File: config.mk
export PLATFORM = sky130hd
export DESIGN_NAME = sync_fifo_param
export DESIGN_NICKNAME = d
export VERILOG_FILES = /design/src/rtl/sync_fifo_param_pkg.sv /design/src/rtl/fifo_ram.sv /design/src/rtl/sync_fifo_param.sv
export SDC_FILE = /design/constraint.sdc
export NUM_CORES = 1
export LEC_CHECK = 0
export BUFFER_PORTS_ARGS = -buffer_cell sky130_fd_sc_hd__buf_2
export CORE_ASPECT_RATIO = 1.25
export CORE_MARGIN = 2
export CORE_UTILIZATION = 45
export CTS_BUF_LIST = sky130_fd_sc_hd__clkbuf_16
export DETAILED_ROUTE_END_ITERATION = 7
export GPL_TIMING_DRIVEN = 0
export PLACE_DENSITY_LB_ADDON = 0.1
export SLEW_MARGIN = 0
export SYNTH_ARGS = -nofsm -noshare
export SYNTH_HDL_FRONTEND = slang
export SYNTH_SLANG_ARGS = --single-unit
File: constraint.sdc
create_clock -name clk -period 3.3 [get_ports clk]
set_input_delay 0.165 -clock clk [delete_from_list [all_inputs] [get_ports clk]]
set_output_delay 0.165 -clock clk [all_outputs]
set_load 0.01 [all_outputs]
File: src/rtl/sync_fifo_param_pkg.sv
`default_nettype none
// ============================================================================
//  Module   : sync_fifo_param_pkg
//  Brief    : Shared defaults, error-flag bit positions and helpers for the
//             parametrised synchronous FIFO.
//  Revision : 1.0
// ============================================================================
package sync_fifo_param_pkg;

    localparam int DEFAULT_WIDTH = 8;
    localparam int DEFAULT_DEPTH = 16;

    // Bit positions inside the sticky error vector / status registers
    localparam int ERR_BITS          = 2;
    localparam int ERR_OVERFLOW_BIT  = 0;
    localparam int ERR_UNDERFLOW_BIT = 1;

    function automatic bit is_pow2(input int value);
        return (value > 0) && ((value & (value - 1)) == 0);
    endfunction

endpackage
`default_nettype wire

File: src/rtl/fifo_ram.sv
`default_nettype none
// ============================================================================
//  Module   : fifo_ram
//  Brief    : Simple dual-port synchronous RAM, one write port and one
//             registered read port. Contents and read register are not reset.
//  Revision : 1.0
// ============================================================================
module fifo_ram #(
    parameter int WIDTH  = 8,
    parameter int DEPTH  = 16,
    parameter int ADDR_W = $clog2(DEPTH)
) (
    input  logic              clk,
    input  logic              i_wr_en,
    input  logic [ADDR_W-1:0] i_wr_addr,
    input  logic [WIDTH-1:0]  i_wr_data,
    input  logic              i_rd_en,
    input  logic [ADDR_W-1:0] i_rd_addr,
    output logic [WIDTH-1:0]  o_rd_data
);

    logic [WIDTH-1:0] r_mem [DEPTH];
    logic [WIDTH-1:0] r_rd_data;

    // Read-before-write: a same-address read returns the old word
    always_ff @(posedge clk) begin
        if (i_wr_en) begin
            r_mem[i_wr_addr] <= i_wr_data;
        end
        if (i_rd_en) begin
            r_rd_data <= r_mem[i_rd_addr];
        end
    end

    assign o_rd_data = r_rd_data;

endmodule
`default_nettype wire

File: src/rtl/sync_fifo_param.sv
`default_nettype none
// ============================================================================
//  Module   : sync_fifo_param
//  Brief    : Parametrised single-clock FIFO with occupancy count,
//             almost-full/almost-empty flags and sticky error flags.
//  Revision : 1.0
// ============================================================================
module sync_fifo_param
    import sync_fifo_param_pkg::*;
#(
    parameter int WIDTH     = DEFAULT_WIDTH,
    parameter int DEPTH     = DEFAULT_DEPTH,
    parameter int AF_THRESH = DEPTH - 2,
    parameter int AE_THRESH = 2
) (
    input  logic                     clk,
    input  logic                     rst_n,
    input  logic                     write_en,
    input  logic                     read_en,
    input  logic [WIDTH-1:0]         data_in,
    input  logic                     clr_err,
    output logic [WIDTH-1:0]         data_out,
    output logic                     data_valid,
    output logic                     empty,
    output logic                     full,
    output logic                     almost_empty,
    output logic                     almost_full,
    output logic [$clog2(DEPTH):0]   count,
    output logic                     overflow,
    output logic                     underflow
);

    localparam int c_ADDR_W = $clog2(DEPTH);
    localparam int c_CNT_W  = c_ADDR_W + 1;
    localparam logic [c_CNT_W-1:0] c_DEPTH = c_CNT_W'(DEPTH);
    localparam logic [c_CNT_W-1:0] c_AF    = c_CNT_W'(AF_THRESH);
    localparam logic [c_CNT_W-1:0] c_AE    = c_CNT_W'(AE_THRESH);

    generate
        if (!is_pow2(DEPTH) || DEPTH < 4) begin : g_bad_depth
            $error("sync_fifo_param: DEPTH must be a power of two >= 4");
        end
        if (AF_THRESH < 1 || AF_THRESH > DEPTH) begin : g_bad_af
            $error("sync_fifo_param: AF_THRESH must lie in 1..DEPTH");
        end
        if (AE_THRESH < 0 || AE_THRESH >= DEPTH) begin : g_bad_ae
            $error("sync_fifo_param: AE_THRESH must lie in 0..DEPTH-1");
        end
    endgenerate

    logic [c_ADDR_W-1:0] r_wr_ptr;
    logic [c_ADDR_W-1:0] r_rd_ptr;
    logic [c_CNT_W-1:0]  r_count;
    logic                r_empty;
    logic                r_full;
    logic                r_almost_empty;
    logic                r_almost_full;
    logic                r_data_valid;
    logic                r_has_data;
    logic [ERR_BITS-1:0] r_err;

    logic                w_rd_acc;
    logic                w_wr_acc;
    logic [c_CNT_W-1:0]  w_count_nxt;
    logic [ERR_BITS-1:0] w_err_set;
    logic [WIDTH-1:0]    w_ram_q;

    // Gating with rst_n keeps X inputs during reset away from RAM and pointers
    assign w_rd_acc = rst_n & read_en & ~r_empty;
    assign w_wr_acc = rst_n & write_en & (~r_full | w_rd_acc);

    assign w_count_nxt = r_count + c_CNT_W'(w_wr_acc) - c_CNT_W'(w_rd_acc);

    always_comb begin
        w_err_set                    = '0;
        w_err_set[ERR_OVERFLOW_BIT]  = write_en & ~w_wr_acc;
        w_err_set[ERR_UNDERFLOW_BIT] = read_en & ~w_rd_acc;
    end

    fifo_ram #(
        .WIDTH  (WIDTH),
        .DEPTH  (DEPTH),
        .ADDR_W (c_ADDR_W)
    ) u_ram (
        .clk       (clk),
        .i_wr_en   (w_wr_acc),
        .i_wr_addr (r_wr_ptr),
        .i_wr_data (data_in),
        .i_rd_en   (w_rd_acc),
        .i_rd_addr (r_rd_ptr),
        .o_rd_data (w_ram_q)
    );

    always_ff @(posedge clk) begin
        if (!rst_n) begin
            r_wr_ptr       <= '0;
            r_rd_ptr       <= '0;
            r_count        <= '0;
            r_empty        <= 1'b1;
            r_full         <= 1'b0;
            r_almost_empty <= 1'b1;
            r_almost_full  <= (AF_THRESH == 0);
            r_data_valid   <= 1'b0;
            r_has_data     <= 1'b0;
            r_err          <= '0;
        end else begin
            if (w_wr_acc) begin
                r_wr_ptr <= r_wr_ptr + c_ADDR_W'(1);
            end
            if (w_rd_acc) begin
                r_rd_ptr   <= r_rd_ptr + c_ADDR_W'(1);
                r_has_data <= 1'b1;
            end
            r_count        <= w_count_nxt;
            r_empty        <= (w_count_nxt == '0);
            r_full         <= (w_count_nxt == c_DEPTH);
            r_almost_empty <= (w_count_nxt <= c_AE);
            r_almost_full  <= (w_count_nxt >= c_AF);
            r_data_valid   <= w_rd_acc;
            // A fresh error in the same cycle as clr_err wins
            r_err          <= (r_err & ~{ERR_BITS{clr_err}}) | w_err_set;
        end
    end

    // The RAM read register has no reset; present zero until the first read
    assign data_out     = r_has_data ? w_ram_q : '0;
    assign data_valid   = r_data_valid;
    assign empty        = r_empty;
    assign full         = r_full;
    assign almost_empty = r_almost_empty;
    assign almost_full  = r_almost_full;
    assign count        = r_count;
    assign overflow     = r_err[ERR_OVERFLOW_BIT];
    assign underflow    = r_err[ERR_UNDERFLOW_BIT];

endmodule
`default_nettype wire

; ---- Word level (Yosys, flattened, before mapping)
; Memories as Yosys holds them, arrays and structs flattened. A register that Yosys moved wholly into a read port is not among the register bits.
; Cells that the tools add are included.
[word_totals]
mem_bits_rw = 128
in_bits = 13
output_inout_bits = 20
n_memories = 1
register_bits = 21
word_cells = 36
[classes]
reduce_logical = 1
muxes = 3
addsub = 4
order_cmp = 2
bitwise_logic = 14
eq_ne = 1
[mem_list]
columns = name, words, width, rd, rd_clocked_by_memory_dff, write_ports, line_no
row1 = u_ram.r_mem, 16, 8, 1, 1, 1, fifo_ram.sv:22  ; logic [WIDTH-1:0] r_mem [DEPTH];
[ops]
columns = operator, n
row1 = adder 4 x 1 -> 4 bit (second input constant), 2
row2 = 2-to-1 mux 8 bit, 1
row3 = bitwise AND 1 bit, 6
row4 = adder 5 x 1 -> 5 bit, 1
row5 = equality test 5 bit (second input constant), 1
row6 = >= comparator 5 x 4 -> 1 bit (second input constant), 1
row7 = less-or-equal comparator 5 x 2 -> 1 bit (second input constant), 1
row8 = zero test 5 bit, 1
row9 = subtractor 5 x 1 -> 5 bit, 1
row10 = inverter 1 bit, 4
row11 = bitwise AND 2 bit, 1
row12 = 2-to-1 mux 1 bit, 2
row13 = inverter 2 bit, 1
row14 = bitwise OR 2 bit, 1
row15 = bitwise OR 1 bit, 1

; ---- Logic depth before layout (Yosys ltp)
[depth]
word_depth = 7
ltp_mapped = 12
depth_no_buf = 11

; ---- By module
; A second synthesis with hierarchy kept.
[unflattened]
hier_cells = 332
area_unflattened_um2 = 6257.3
[by_module_without_submodules]
columns = mod, cells_per_inst, seq_area_each_um2, instances, area_per_inst_um2
row1 = fifo_ram, 229, 4083.9, 1, 5227.5
row2 = sync_fifo_param, 103, 420.4, 1, 1029.7

; ---- Least setup slack after synthesis
; OpenSTA, ideal clock, no wires.
[synth_timing]
path_kind = flip-flop to flip-flop
from = register r_empty, in the netlist empty
to = register r_empty, in the netlist empty
slack_ns = 0.571
n_path_buf = 0
period_less_slack_ns = 2.729
stages_incl_launch_ff = 12
setup_ns = 0.101
arrival_ns = 2.628
t_required_ns = 3.199
path_cell_list = dfxtp_1 -> nand2b_1 -> or2_2 -> inv_1 -> ha_1 -> inv_1 -> ha_1 -> fa_1 -> a21o_1 -> a21oi_1 -> xnor2_1 -> o41ai_1
[synth_between]
elab_chain_cells = 7
[synth_lines]
columns = element, line_no
row1 = start: declaration, sync_fifo_param.sv:54  ; logic r_empty;
row2 = start signal: assignment, sync_fifo_param.sv:115  ; r_empty <= (w_count_nxt == '0);
row3 = inverter 1 bit *, sync_fifo_param.sv:69  ; assign w_rd_acc = rst_n & read_en & ~r_empty;
row4 = bitwise AND 1 bit *, sync_fifo_param.sv:69
row5 = via u_ram.i_rd_en, fifo_ram.sv:17  ; input logic i_rd_en,
row6 = bitwise OR 1 bit, sync_fifo_param.sv:70  ; assign w_wr_acc = rst_n & write_en & (~r_full | w_rd_acc);
row7 = bitwise AND 1 bit, sync_fifo_param.sv:70
row8 = adder 5 x 1 -> 5 bit, sync_fifo_param.sv:72  ; assign w_count_nxt = r_count + c_CNT_W'(w_wr_acc) - c_CNT_W'(w_rd_acc);
row9 = subtractor 5 x 1 -> 5 bit *, sync_fifo_param.sv:72
row10 = zero test 5 bit *, sync_fifo_param.sv:115
; The timed path passes the listed nets; every way through them passes the cells marked *.
; A chain may end at the register's enable or synchronous reset.

; ---- Worst setup path after layout
[layout_timing]
from = register r_empty, in the netlist empty
to = register r_empty, in the netlist empty
[layout_between]
elab_chain_cells = 7
[layout_lines]
columns = element, line_no
row1 = inverter 1 bit *, sync_fifo_param.sv:69
row2 = bitwise AND 1 bit *, sync_fifo_param.sv:69
row3 = bitwise OR 1 bit, sync_fifo_param.sv:70
row4 = bitwise AND 1 bit, sync_fifo_param.sv:70
row5 = adder 5 x 1 -> 5 bit, sync_fifo_param.sv:72
row6 = subtractor 5 x 1 -> 5 bit *, sync_fifo_param.sv:72
row7 = zero test 5 bit *, sync_fifo_param.sv:115
; Mark *: on every way between the ends. The rest lies on a longest branch, timed or not.

==> metrics.txt <==
Initial Utilization=0.458; FFs w/ async S/R, synth=0; CP arrival=3.36 ns; hpwl dp=7.88 mm; Hold Crit Class=primary input to flop; Core Region=0.0137 mm2; DRT Wirelength=12.1 mm; Startpoint Class=flop; total power=4.91 mW; Clock transition at path regs=0.06 ns; Worst-Skew Late Latency=0.42 ns; final setup fails=0; via count=3,023; sw power=1.21 mW; dpl cells=527; Hold Path Sink=r_err[0]; Fmax=0.328 GHz; total CTS buffers=17; Seq pwr share=0.470; clock root cell=clkbuf_16; # IOs=33; gr ovfl total=0; initial antenna violation count=0; # H-tree levels=4; Die H=136 um; GRT Util Overall=0.179; synthesized instance count=320; Reg2Reg Depth=11; Worst path depth=11; main flop type after synthesis=edfxtp_1; CP Max Fanout=7; largest stage delay on the critical path=0.51 ns; # rows=48; CTS Hold Bufs=0; PwrDens=677 mW/mm2; reg2reg end=empty; antenna diode count=0; largest net degree at the start of global routing=17; crit path kind=flop to flop; vias per std cell=5.39; final hold slack=0.0236 ns; critical path launch point=empty; switch share=0.246; clock share of power=0.383; Die Footprint=0.0149 mm2; Hold Crit Depth=3; fillcell total=1,097; status=completed; layout cell share with drive strength beyond 1=0.254; Nets=397; Seq/Total Area, Yosys=0.718; ANT nets after route=0; Post-DP Area=0.00665 mm2; leading post-synthesis cells by cell area=edfxtp_1 65%, mux4_1 8.0%, mux4_2 7.5%, dfxtp_1 6.7%, ha_1 2.0%; flop2flop setup slack=0.25 ns; routability cong.=0.721; global-route wire length before repair=18.0 mm; max cap viols=0; # clock sinks=157; Critical path buffers and inverters=2; CTS tree=done; Worst R2R Start=empty; EDFF count, synth=136; fin area=0.00724 mm2; Syn Area/Cell=19.6 um2; worst endpoint required time=3.61 ns; crit-path cells=nand2b_1 > a21oi_1 > inv_1 > ha_1 > inv_1 > ha_1 > fa_1 > a21o_1 > a21oi_1 > xnor2_1 > o41ai_1; fin crit share=0.923; worst slew pin tran=1.26 ns; synth unique cells=39; DIE WIDTH=110 um; Mapped Area=0.00627 mm2; Internal Power=3.70 mW; Pleak=2.45 nW; Synth Register Bits=157; Slew Limit Fails=0; Synth area leader=edfxtp_1; DRC violations left=0; vias in the first global route=2,954; post-synth top area share=0.651; Warnings, synthesis=0; Mapped Nets=344; Crit. End Element=flop; slew margin rel.=0.153; Buffers on Ports=32; maximum vdd ir drop=400 uV; Final Hold Viols=0; RSZ-0062 raised after global routing=false; initial drt markers=197; combinational fraction of design power=0.147; final non-filler cell total=561; Area growth, synth to finish=15.5%; worst hold start=write_en; Worst path slowest cell=a21oi_1; cell family contributing the most delay on the critical path=compound AO/OA/AOI/OAI gates; Setup Skew=0.00697 ns; Tmin final=3.05 ns; first-pass iteration count of the detailed router=4; CTS Buffer Depth=2; WL per Instance=21.5 um
state kept, by name, summed over array words and instances (netlist names), 2 cells and up:
register         cells
r_wr_ptr             4
u_ram.r_mem        128
r_rd_ptr             4
r_err                2
count                5
u_ram.o_rd_data      8
cells in the mapped netlist, drive strengths merged (2+ instances only):
cell / instances
edfxtp: 136
nand3: 2
inv: 13
nand2: 12
o31ai: 2
and2: 13
xor2: 4
nor2: 21
dfxtp: 21
xnor2: 5
nand2b: 3
a21oi: 3
clkbuf: 4
buf: 10
ha: 10
nor3: 6
mux4: 40
layout make-up:
cell class | count | area (um2) | share of cell area
clock buffer | 17 | 425 | 0.0587
buffer | 14 | 124 | 0.0171
timing repair buffer | 34 | 173 | 0.0238
sequential | 157 | 4500 | 0.622
inverter | 13 | 52.6 | 0.00725
clock inverter | 15 | 149 | 0.0206
tap | 175 | 219 | 0.0302
multi-input combinational | 136 | 1600 | 0.221
per-stage QoR:
step	TNS (ns)	worst slack [ns]	utilization
detailed placement	-0.117	-0.0931	0.486
floorplan	0	0.571	-
CTS	0	0.155	0.528
global placement	0	0.00605	0.486
finish	0	0.253	0.529
global route	0	0.0278	0.529
repair_timing:
action                                  CTS  global route
endpoints found under the setup margin    0             1
gates resized for setup                   0             1
setup buffers                             0             0
layout by cell type, fill, tap and decap left out, types with 2 or more instances in the layout:
cell,Yosys,layout
clkinv_4,0,2
ha_1,10,10
xnor2_1,5,5
buf_8,2,2
buf_6,3,3
clkbuf_1,3,3
buf_4,1,2
bufinv_16,0,2
clkinvlp_4,0,5
a21oi_1,3,3
dfxtp_1,21,21
edfxtp_1,136,136
mux4_2,21,21
mux4_1,19,19
nor3_1,6,6
clkbuf_16,0,17
nand2_1,12,12
xor2_1,4,4
nand2b_1,3,3
and2_1,13,13
clkinv_2,0,4
buf_2,2,35
o31ai_1,2,2
inv_6,0,2
inv_1,13,13
nor2_1,21,21
nand3_1,2,2
metal layers:
metal / GRT usage / part of all wire
met4: 0.0788 / 0.022
met3: 0.0403 / 0.044
met2: 0.294 / 0.52
met5: 0 / 0
met1: 0.227 / 0.41
cells by family (layout without fill, tap and decap cells):
group | after synthesis | count (layout) | synth area share
adder cells (fa/ha/maj) | 11 | 11 | 0.0231
multiplexers | 40 | 40 | 0.155
AO/OA/AOI/OAI | 15 | 15 | 0.0170
XOR/XNOR | 9 | 9 | 0.0126
buffers and inverters | 27 | 93 | 0.0275
flip-flops | 157 | 157 | 0.718
AND/OR/NAND/NOR | 61 | 61 | 0.0471
power by group through the flow:
stage	clock (mW)	sequential, mW	combinational, mW
2_1_floorplan	0	2.36	0.470
3_3_place_gp	0	2.34	0.715
3_5_place_dp	0	2.35	0.724
4_1_cts	1.91	2.31	0.728
5_1_grt	2.00	2.31	0.797
6_report	1.88	2.30	0.721
worst min-delay path: stages:
cell,delay (ns)
buf_2,0.09
a32oi_1,0.08
nor2_1,0.07
worst max path at each step:
stage	endpoint	slack, ns
after detailed placement	empty	-0.09
final	empty	0.25
after global placement	empty	0.006
after CTS	empty	0.15
after floorplan	empty	0.57
after global routing	empty	0.03
(Power assumes the default switching activity.)
